===== config.mk =====
export PLATFORM = sky130hd
export DESIGN_NAME = mem_port_arbiter
export DESIGN_NICKNAME = d
export VERILOG_FILES = /design/src/rtl/mem_port_arbiter.sv
export SDC_FILE = /design/constraint.sdc
export NUM_CORES = 1
export LEC_CHECK = 0
export ABC_AREA = 1
export BUFFER_PORTS_ARGS = -buffer_cell sky130_fd_sc_hd__buf_2
export CORE_AREA = 3 3 224 226
export CTS_BUF_LIST = sky130_fd_sc_hd__clkbuf_16
export CTS_CLUSTER_SIZE = 40
export DETAILED_ROUTE_END_ITERATION = 16
export DIE_AREA = 0 0 227 229
export GPL_ROUTABILITY_DRIVEN = 1
export GPL_TIMING_DRIVEN = 0
export PLACE_DENSITY = 0.5
export SLEW_MARGIN = 10
export SYNTH_ARGS = -nofsm -noshare
export SYNTH_HDL_FRONTEND = slang
export SYNTH_SLANG_ARGS = --single-unit
export TNS_END_PERCENT = 20

===== constraint.sdc =====
create_clock -name clk -period 3.5 [get_ports clk]
set_clock_uncertainty 0.15 [all_clocks]
set_input_delay 0.35 -clock clk [delete_from_list [all_inputs] [get_ports clk]]
set_output_delay 0.35 -clock clk [all_outputs]
set_load 0.01 [all_outputs]

===== src/rtl/mem_port_arbiter.sv =====
// Shares one memory port between the fetch and load/store requesters.
// One transaction at a time, with round-robin arbitration when both request.
module mem_port_arbiter #(
  parameter int ADDR_W   = 64,
  parameter int DATA_W   = 64,
  parameter int READ_LAT = 1
) (
  input  logic              clk,
  input  logic              reset,
  input  logic              i_req,
  input  logic [ADDR_W-1:0] i_addr,
  output logic              i_gnt,
  output logic              i_rvalid,
  output logic [DATA_W-1:0] i_rdata,
  input  logic              d_req,
  input  logic              d_we,
  input  logic [ADDR_W-1:0] d_addr,
  input  logic [DATA_W-1:0] d_wdata,
  output logic              d_gnt,
  output logic              d_rvalid,
  output logic [DATA_W-1:0] d_rdata,
  output logic              busy,
  output logic [ADDR_W-1:0] mem_raddress,
  output logic [ADDR_W-1:0] mem_waddress,
  output logic [DATA_W-1:0] mem_datain,
  output logic              mem_wr,
  input  logic [DATA_W-1:0] mem_dataout
);

  typedef enum logic [1:0] {IDLE, ACCESS, WAIT, RESP} state_t;

  localparam int WaitInit = (READ_LAT > 1) ? READ_LAT - 2 : 0;

  state_t            state_q, state_d;
  logic              owner_q, owner_d;
  logic              last_owner_q, last_owner_d;
  logic              we_q, we_d;
  logic [ADDR_W-1:0] addr_q, addr_d;
  logic [DATA_W-1:0] wdata_q, wdata_d;
  logic [2:0]        cnt_q, cnt_d;
  logic [DATA_W-1:0] i_rdata_q, i_rdata_d;
  logic [DATA_W-1:0] d_rdata_q, d_rdata_d;

  // Owner encoding: 0 = fetch, 1 = data. On a tie the requester not served last wins.
  always_comb begin
    state_d      = state_q;
    owner_d      = owner_q;
    last_owner_d = last_owner_q;
    we_d         = we_q;
    addr_d       = addr_q;
    wdata_d      = wdata_q;
    cnt_d        = cnt_q;
    i_rdata_d    = i_rdata_q;
    d_rdata_d    = d_rdata_q;
    i_gnt        = 1'b0;
    d_gnt        = 1'b0;
    i_rvalid     = 1'b0;
    d_rvalid     = 1'b0;
    mem_wr       = 1'b0;

    case (state_q)
      IDLE: begin
        if (i_req || d_req) begin
          owner_d = d_req && (!i_req || !last_owner_q);
          addr_d  = owner_d ? d_addr : i_addr;
          we_d    = owner_d && d_we;
          wdata_d = owner_d ? d_wdata : '0;
          state_d = ACCESS;
        end
      end
      ACCESS: begin
        i_gnt  = !owner_q;
        d_gnt  = owner_q;
        mem_wr = we_q;
        if (we_q) begin
          last_owner_d = owner_q;
          state_d      = IDLE;
        end else if (READ_LAT > 1) begin
          cnt_d   = 3'(WaitInit);
          state_d = WAIT;
        end else begin
          state_d = RESP;
        end
      end
      WAIT: begin
        if (cnt_q == 3'd0) begin
          state_d = RESP;
        end else begin
          cnt_d = cnt_q - 3'd1;
        end
      end
      RESP: begin
        i_rvalid = !owner_q;
        d_rvalid = owner_q;
        if (owner_q) begin
          d_rdata_d = mem_dataout;
        end else begin
          i_rdata_d = mem_dataout;
        end
        last_owner_d = owner_q;
        state_d      = IDLE;
      end
      default: state_d = IDLE;
    endcase
  end

  always_ff @(posedge clk) begin
    if (!reset) begin
      state_q      <= IDLE;
      owner_q      <= 1'b0;
      last_owner_q <= 1'b1;
      we_q         <= 1'b0;
      addr_q       <= '0;
      wdata_q      <= '0;
      cnt_q        <= 3'd0;
      i_rdata_q    <= '0;
      d_rdata_q    <= '0;
    end else begin
      state_q      <= state_d;
      owner_q      <= owner_d;
      last_owner_q <= last_owner_d;
      we_q         <= we_d;
      addr_q       <= addr_d;
      wdata_q      <= wdata_d;
      cnt_q        <= cnt_d;
      i_rdata_q    <= i_rdata_d;
      d_rdata_q    <= d_rdata_d;
    end
  end

  // The read data bypasses the register during RESP and holds the last value otherwise.
  assign i_rdata      = i_rdata_d;
  assign d_rdata      = d_rdata_d;
  assign busy         = (state_q != IDLE);
  assign mem_raddress = addr_q;
  assign mem_waddress = addr_q;
  assign mem_datain   = wdata_q;

endmodule


Word-level counts from Yosys, hierarchy flattened
Index checks and enable logic that the tools add are counted.

operators by class
  add/sub/neg operators = 1
  eq/ne operators = 6
  muxes and demuxes = 17
  bitwise operators = 1
  reductions and logical operators = 15

operator list
  kind                                                 count
  2-to-1 mux 64 bit                                    6
  case mux 2 bit (4 select lines)                      1
  AND reduction 2 bit                                  4
  2-to-1 mux 1 bit                                     6
  2-to-1 mux 2 bit                                     3
  inequality test 2 bit, second input constant         3
  equality test 2 bit, second input constant           2
  nonzero test 2 bit                                   2
  zero test 1 bit                                      3
  zero test 3 bit                                      1
  subtractor 3 x 1 -> 3 bit, second input constant     1
  equality test 2 x 1 -> 1 bit, second input constant  1
  logical AND 1 bit                                    2
  zero test 2 bit                                      1
  logical OR 1 bit                                     2
  case mux 1 bit (2 select lines)                      1
  inverter 1 bit                                       1

word-level totals
  register bits = 264
  input bits = 261

Longest topological paths before layout
Gate-level depths: netlist of the first run.

  depth in word-level cells = 4
  mapped depth = 8
  depth with buffers taken out = 7

Worst setup path after synthesis of the first run
Ideal clock, no wire load.

  kind = register -> output
  start = register state_q[0]
  end = output port d_rdata[10]
  data arrival time = 1.116 ns
  slack = 1.884 ns
  cell stages (with the launch flop) = 8
  buffers on the path = 2
  cells stage by stage = dfxtp_1 > nand2_1 > inv_2 > nand2_1 > buf_6 > buf_2 > o21ai_1 > inv_1

on the way
  cells in the longest elaborated chain, start to end = 2

RTL lines
  element                 RTL line  RTL
  from (decl)             34        state_t state_q, state_d;
  from (signal assigned)  119       state_q <= state_d;
  equality test 2 bit     61        case (state_q)
  2-to-1 mux 64 bit       61
  to (decl)               21        output logic [DATA_W-1:0] d_rdata,

Every way passes these cells.

Worst setup path after layout of the first run
  start = register state_q[1]
  end = output port i_rdata[24]

on the way
  cells in the longest elaborated chain, start to end = 2

RTL lines
  element              RTL line  RTL
  equality test 2 bit  61
  2-to-1 mux 64 bit    61
  to (decl)            14        output logic [DATA_W-1:0] i_rdata,

Every way passes these cells.

==> flow_metrics.tcl, run 1 <==
set metrics [dict create \
    fillCellCount 5298 \
    cts_resized 0 \
    async_flop_share 0 \
    detail_route.vias_per_cell 4.08 \
    core-area_mm2 0.0485 \
    syn2layout_area_growth_pct 54.7 \
    synth_common_cells "nand2_1 (530), inv_1 (459), nor2_1 (391)" \
    finalCritPeriodShare 0.767 \
    hold_ws_ps 32.6 \
    worstHoldStart "d_addr[19]" \
    antenna_found_initial 6 \
    tightest_slew_ps 740 \
    yosysMostFrequentCell "nand2_1" \
    area.sequential_mm2 0.00529 \
    layout_setup_ws_ps 815 \
    max-slew-margin-rel 0.507 \
    dieWidth_um 227 \
    synth.area.top_cells "dfxtp_1 (42%), nand2_1 (16%), inv_1 (14%)" \
    cpMaxStageDelayCell "dfxtp_1" \
    cts.clk_slew.worst_paths_ps 60 \
    critPathArrivalTime_ps 2190 \
    avgSynthCellArea_um2 6.22 \
    vias 14300 \
    multi_input_area_mm2 0.00453 \
    cts_sinks 264 \
    synth_cells 2024 \
    holdPathStages 5 \
    rows 81 \
    h-tree-depth 2 \
    pre_cts_slack_ps 1170 \
    drv_slew 0 \
    worstSkewPairLatency_ps 520 \
    synth_area_leader_cell "dfxtp_1" \
    crit_path_cell_trace "nand2_1 > nor2_2 > buf_4 > buf_4 > nand2_1 > o21ai_0 > inv_1 > buf_2" \
    tns_ps 0 \
    ios 587 \
    crit_path_end_kind "primary output" \
    fmax_mhz 372 \
    root_buffer "clkbuf_16" \
    layout.cells.non_filler 3502 \
    port-buffer-count 586 \
    cts_buffer_depth 3 \
    final_antenna_net_count 0 \
    grtUsageTotal 0.195 \
    grt_remaining_overflow 0 \
    r2r_start "state_q[1]$_SDFFE_PN0P_" \
    die_y_um 229 \
    cts_made_buffers 35 \
    leakagePower_nw 11.9 \
    drc_errors 0 \
    hold_path_class "input port to flop" \
    rsz0062_at_grt "no" \
    syn_area_mm2 0.0126 \
    setup_viol 0 \
    nets 3114 \
    ys_types 18 \
    dp_hpwl_um 40500 \
    cpPeakStageDelay_ps 410 \
    cts_tree "done" \
    final_hold_viol_count 0 \
    synth_seq_cells 264 \
    cap_violations 0 \
    startpoint_type "flop" \
    start_util 0.259 \
    critPathMaxFanout 10 \
    wl_per_cell_um 14.9 \
    drive_above_1_share 0.269 \
    wl_um 52200 \
    status "finished clean" \
    r2r_cells 9 \
    cp.required_ps 3000 \
    grt_pass1_vias 14300 \
    power.density_mw_per_mm2 452 \
    gp_congestion 0.882 \
    ir_drop_uv 374 \
    synth_warnings 0 \
    ys_seq_area_frac 0.420 \
    synth_top_area_share 0.420 \
    grt_max_degree 14 \
    synthFlopType "dfxtp_1" \
    cp-startpoint "state_q[1]$_SDFFE_PN0P_" \
    drt_iter0_drc 574 \
    synth-edff-count 0 \
    critical_path_class "flop to primary output" \
    dp.cells 3232 \
    die-area_mm2 0.0520 \
    synthesis.nets 2287 \
    fin_crit_ps 2690 \
    post_cts.repair.setup_buffers 0 \
    grt_first_pass_wirelength_um 79300 \
    drt_pass1_iterations 5 \
]
## metrics by stage
stage	instance area (um2)	total power, mW	util
final	19500	8.81	0.401
after global routing	19500	9.28	0.401
after CTS	19500	8.94	0.401
after detailed placement	16300	5.16	0.336
after global placement	16300	5.15	0.336
after floorplan	12600	4.35	-
## worst max-delay path: cells and delay by family, from the launching register on
family / cells / cell delay [ps]
simple gates: 3 / 400
buf+inv: 4 / 690
flops: 1 / 410
compound gates: 1 / 160
## state kept, by name (all words and copies together) (netlist names)
name          flops
owner_q           1
mem_raddress     64
state_q           2
mem_datain       64
cnt_q             3
d_rdata_q        64
i_rdata_q        64
we_q              1
last_owner_q      1
## cells by family (layout without fill, tap and decap cells)
group | after synthesis | after routing | synth area share
compound gates | 202 | 202 | 0.0806
fa+ha+maj | 2 | 2 | 0.00199
buf+inv | 630 | 1481 | 0.220
flops | 264 | 264 | 0.420
other cells | 0 | 5 | 0
simple gates | 926 | 926 | 0.277
## metal layers
metal  GRT usage  share of wire
met1       0.236           0.43
met3      0.0355          0.055
met2       0.341           0.48
met4      0.0765          0.038
met5           0              0
## final timing paths
kind | to | slack [ps]
max reg2reg | mem_raddress[59]$_SDFFE_PN0P_ | 1210
min | mem_raddress[19]$_SDFFE_PN0P_ | 30
max | i_rdata[24] | 810
min reg2reg | mem_datain[27]$_SDFFE_PN0P_ | 310
## cells in the final DEF, fill, tap and decap left out
cell type	netlist	final
nand3_1	2	2
clkbuf_1	33	33
nor2_2	2	2
clkbuf_16	0	37
inv_2	2	2
inv_6	0	2
o21ai_0	66	66
ha_1	2	2
clkinv_2	0	5
dlygate4sd3_1	0	204
dfxtp_1	264	264
diode_2	0	5
o21ai_2	1	1
bufinv_16	0	3
o21ai_1	64	64
nand2_1	530	530
nor2_1	391	391
a21oi_1	71	71
clkinv_1	0	5
nand3b_1	1	1
buf_4	87	87
buf_6	4	4
buf_1	2	2
inv_1	459	467
buf_2	43	629
clkinvlp_4	0	1
## layout make-up
| cell class | instances | share of cell area |
|---|---|---|
| Buffer | 169 | 0.0537 |
| Clock buffer | 37 | 0.0476 |
| Inverter | 461 | 0.0889 |
| Multi-Input combinational cell | 1130 | 0.233 |
| Timing Repair Buffer | 790 | 0.256 |
| Tap cell | 622 | 0.0400 |
| Antenna cell | 5 | 0.000643 |
| Clock inverter | 24 | 0.00970 |
| Sequential cell | 264 | 0.271 |
## where the power goes
| part | internal [mW] | switching, mW | total, mW |
|---|---|---|---|
| Combinational | 0.874 | 1.10 | 1.98 |
| Clock | 2.13 | 1.38 | 3.51 |
| Sequential | 3.19 | 0.127 | 3.32 |
| Total | 6.19 | 2.61 | 8.81 |
## timing repair
action,in CTS,in global routing
hold buffers,204,0
setup endpoints to repair,0,0
endpoints found under the hold margin,188,0
No activity file was read; power rests on OpenSTA's default activity.
==> inputs of run 2 (changes only) <==
PLACE_DENSITY = 0.51   (was 0.5)
clock period = 2.2 ns   (was 3.5 ns; I/O delays follow)
==> flow_metrics.tcl, run 2 (synthesis gave the netlist of run 1 again) <==
set metrics [dict create \
    status "finished clean" \
    crit_path_end_kind "primary output" \
    gp_congestion 0.903 \
    wl_per_cell_um 15.1 \
    die_y_um 229 \
    critPathArrivalTime_ps 1820 \
    finalCritPeriodShare 0.994 \
    cts.clk_slew.worst_paths_ps 60 \
    final_antenna_net_count 0 \
    max-slew-margin-rel 0.489 \
    port-buffer-count 586 \
    critPathMaxFanout 10 \
    setup_viol 0 \
    drt_iter0_drc 576 \
    antenna_found_initial 5 \
    wl_um 54000 \
    rows 81 \
    die-area_mm2 0.0520 \
    rsz0062_at_grt "yes" \
    final_hold_viol_count 0 \
    worstSkewPairLatency_ps 520 \
    layout.cells.most_common_list "buf_2 (596), nand2_1 (483), inv_1 (450)" \
    ios 587 \
    cts_tree "done" \
    detail_route.vias_per_cell 4.19 \
    dp.cells 3232 \
    grtUsageTotal 0.199 \
    cts_buffer_depth 3 \
    drt_pass1_iterations 7 \
    cp.required_ps 1830 \
    fillCellCount 4955 \
    drc_errors 0 \
    root_buffer "clkbuf_16" \
    grt_remaining_overflow 0 \
    fmax_mhz 457 \
    start_util 0.259 \
    ir_drop_uv 572 \
    layout.cells.non_filler 3565 \
    critical_path_class "flop to primary output" \
    cap_violations 0 \
    vias 14900 \
    total_power_mw 14.2 \
    syn2layout_area_growth_pct 70.2 \
    leakagePower_nw 12.6 \
    hold_path_class "input port to flop" \
    utilization 0.441 \
    tightest_slew_ps 767 \
    drv_slew 0 \
    cts_made_buffers 34 \
    nets 3181 \
    drive_above_1_share 0.331 \
    fin_crit_ps 2190 \
    final_common_cell "buf_2" \
    core-area_mm2 0.0485 \
    grt_pass1_vias 15200 \
    cts_sinks 264 \
    power.density_mw_per_mm2 665 \
    startpoint_type "flop" \
    dp_hpwl_um 40100 \
    h-tree-depth 2 \
    grt_max_degree 13 \
    grt_first_pass_wirelength_um 81900 \
    dieWidth_um 227 \
]
run 2: critical path, stage by stage, from the launching register on:
cell and delay [ps]:
dfxtp_4 350, nand2_4 90, nor2_4 40, buf_12 140, clkbuf_16 160, buf_12 160
o21ai_2 160, inv_1 60, buf_2 140
run 2: worst paths after layout:
check                                            startpoint                             to  slack, ps  depth (start not counted)
worst max-delay path                state_q[1]$_SDFFE_PN0P_                    i_rdata[41]         10                          8
worst min-delay path                                  reset  mem_raddress[22]$_SDFFE_PN0P_         60                          4
worst max register to register      state_q[0]$_SDFFE_PN0P_   mem_raddress[8]$_SDFFE_PN0P_        220                          9
worst min register to register  mem_datain[62]$_SDFFE_PN0P_    mem_datain[62]$_SDFFE_PN0P_        310                          2
run 2: cell type report:
cell class	instances	area, um2	share of cell area
timing repair buffer	858	5930	0.277
multi-input combinational	1130	5300	0.248
sequential	264	5300	0.247
inverter	461	1730	0.0808
buffer	169	1310	0.0613
clock buffer	35	876	0.0409
tap	622	778	0.0363
clock inverter	22	180	0.00841
antenna	4	10.0	0.000467
run 2: what timing repair did:
item / 4_1_cts / 5_1_grt
endpoints found under the setup margin: 130 / 128
hold endpoints to repair: 258 / 0
hold buffers: 259 / 0
cloned: 3 / 6
gates resized for setup: 189 / 204
buffers inserted: 2 / 2
pin swaps: 1 / 4
run 2: through the flow:
step	setup TNS, ps	hold WS [ps]	worst slack, ps	instance area [um2]
after floorplan	0	234	714	12600
after global placement	0	299	69.4	16300
after detailed placement	0	303	45.2	16300
after CTS	-1690	17.8	-67.2	20500
after global routing	-3960	71.5	-77.6	21400
final	0	57.8	12.9	21400
run 2: where the power goes:
| group | total [mW] | switching (mW) | leakage (nW) | internal (mW) |
|---|---|---|---|---|
| Sequential | 5.31 | 0.234 | 2.15 | 5.08 |
| Combinational | 3.56 | 1.90 | 9.86 | 1.66 |
| Clock | 5.37 | 2.15 | 0.544 | 3.22 |
| Total | 14.2 | 4.28 | 12.6 | 9.96 |
run 2: layer usage:
layer	routed length [um]	vias to the layer above	track usage
met4	1750	0	0.0733
met5	0	-	0
met2	27300	450	0.366
met3	3150	118	0.0404
li1	-	7522	-
met1	21800	6853	0.223
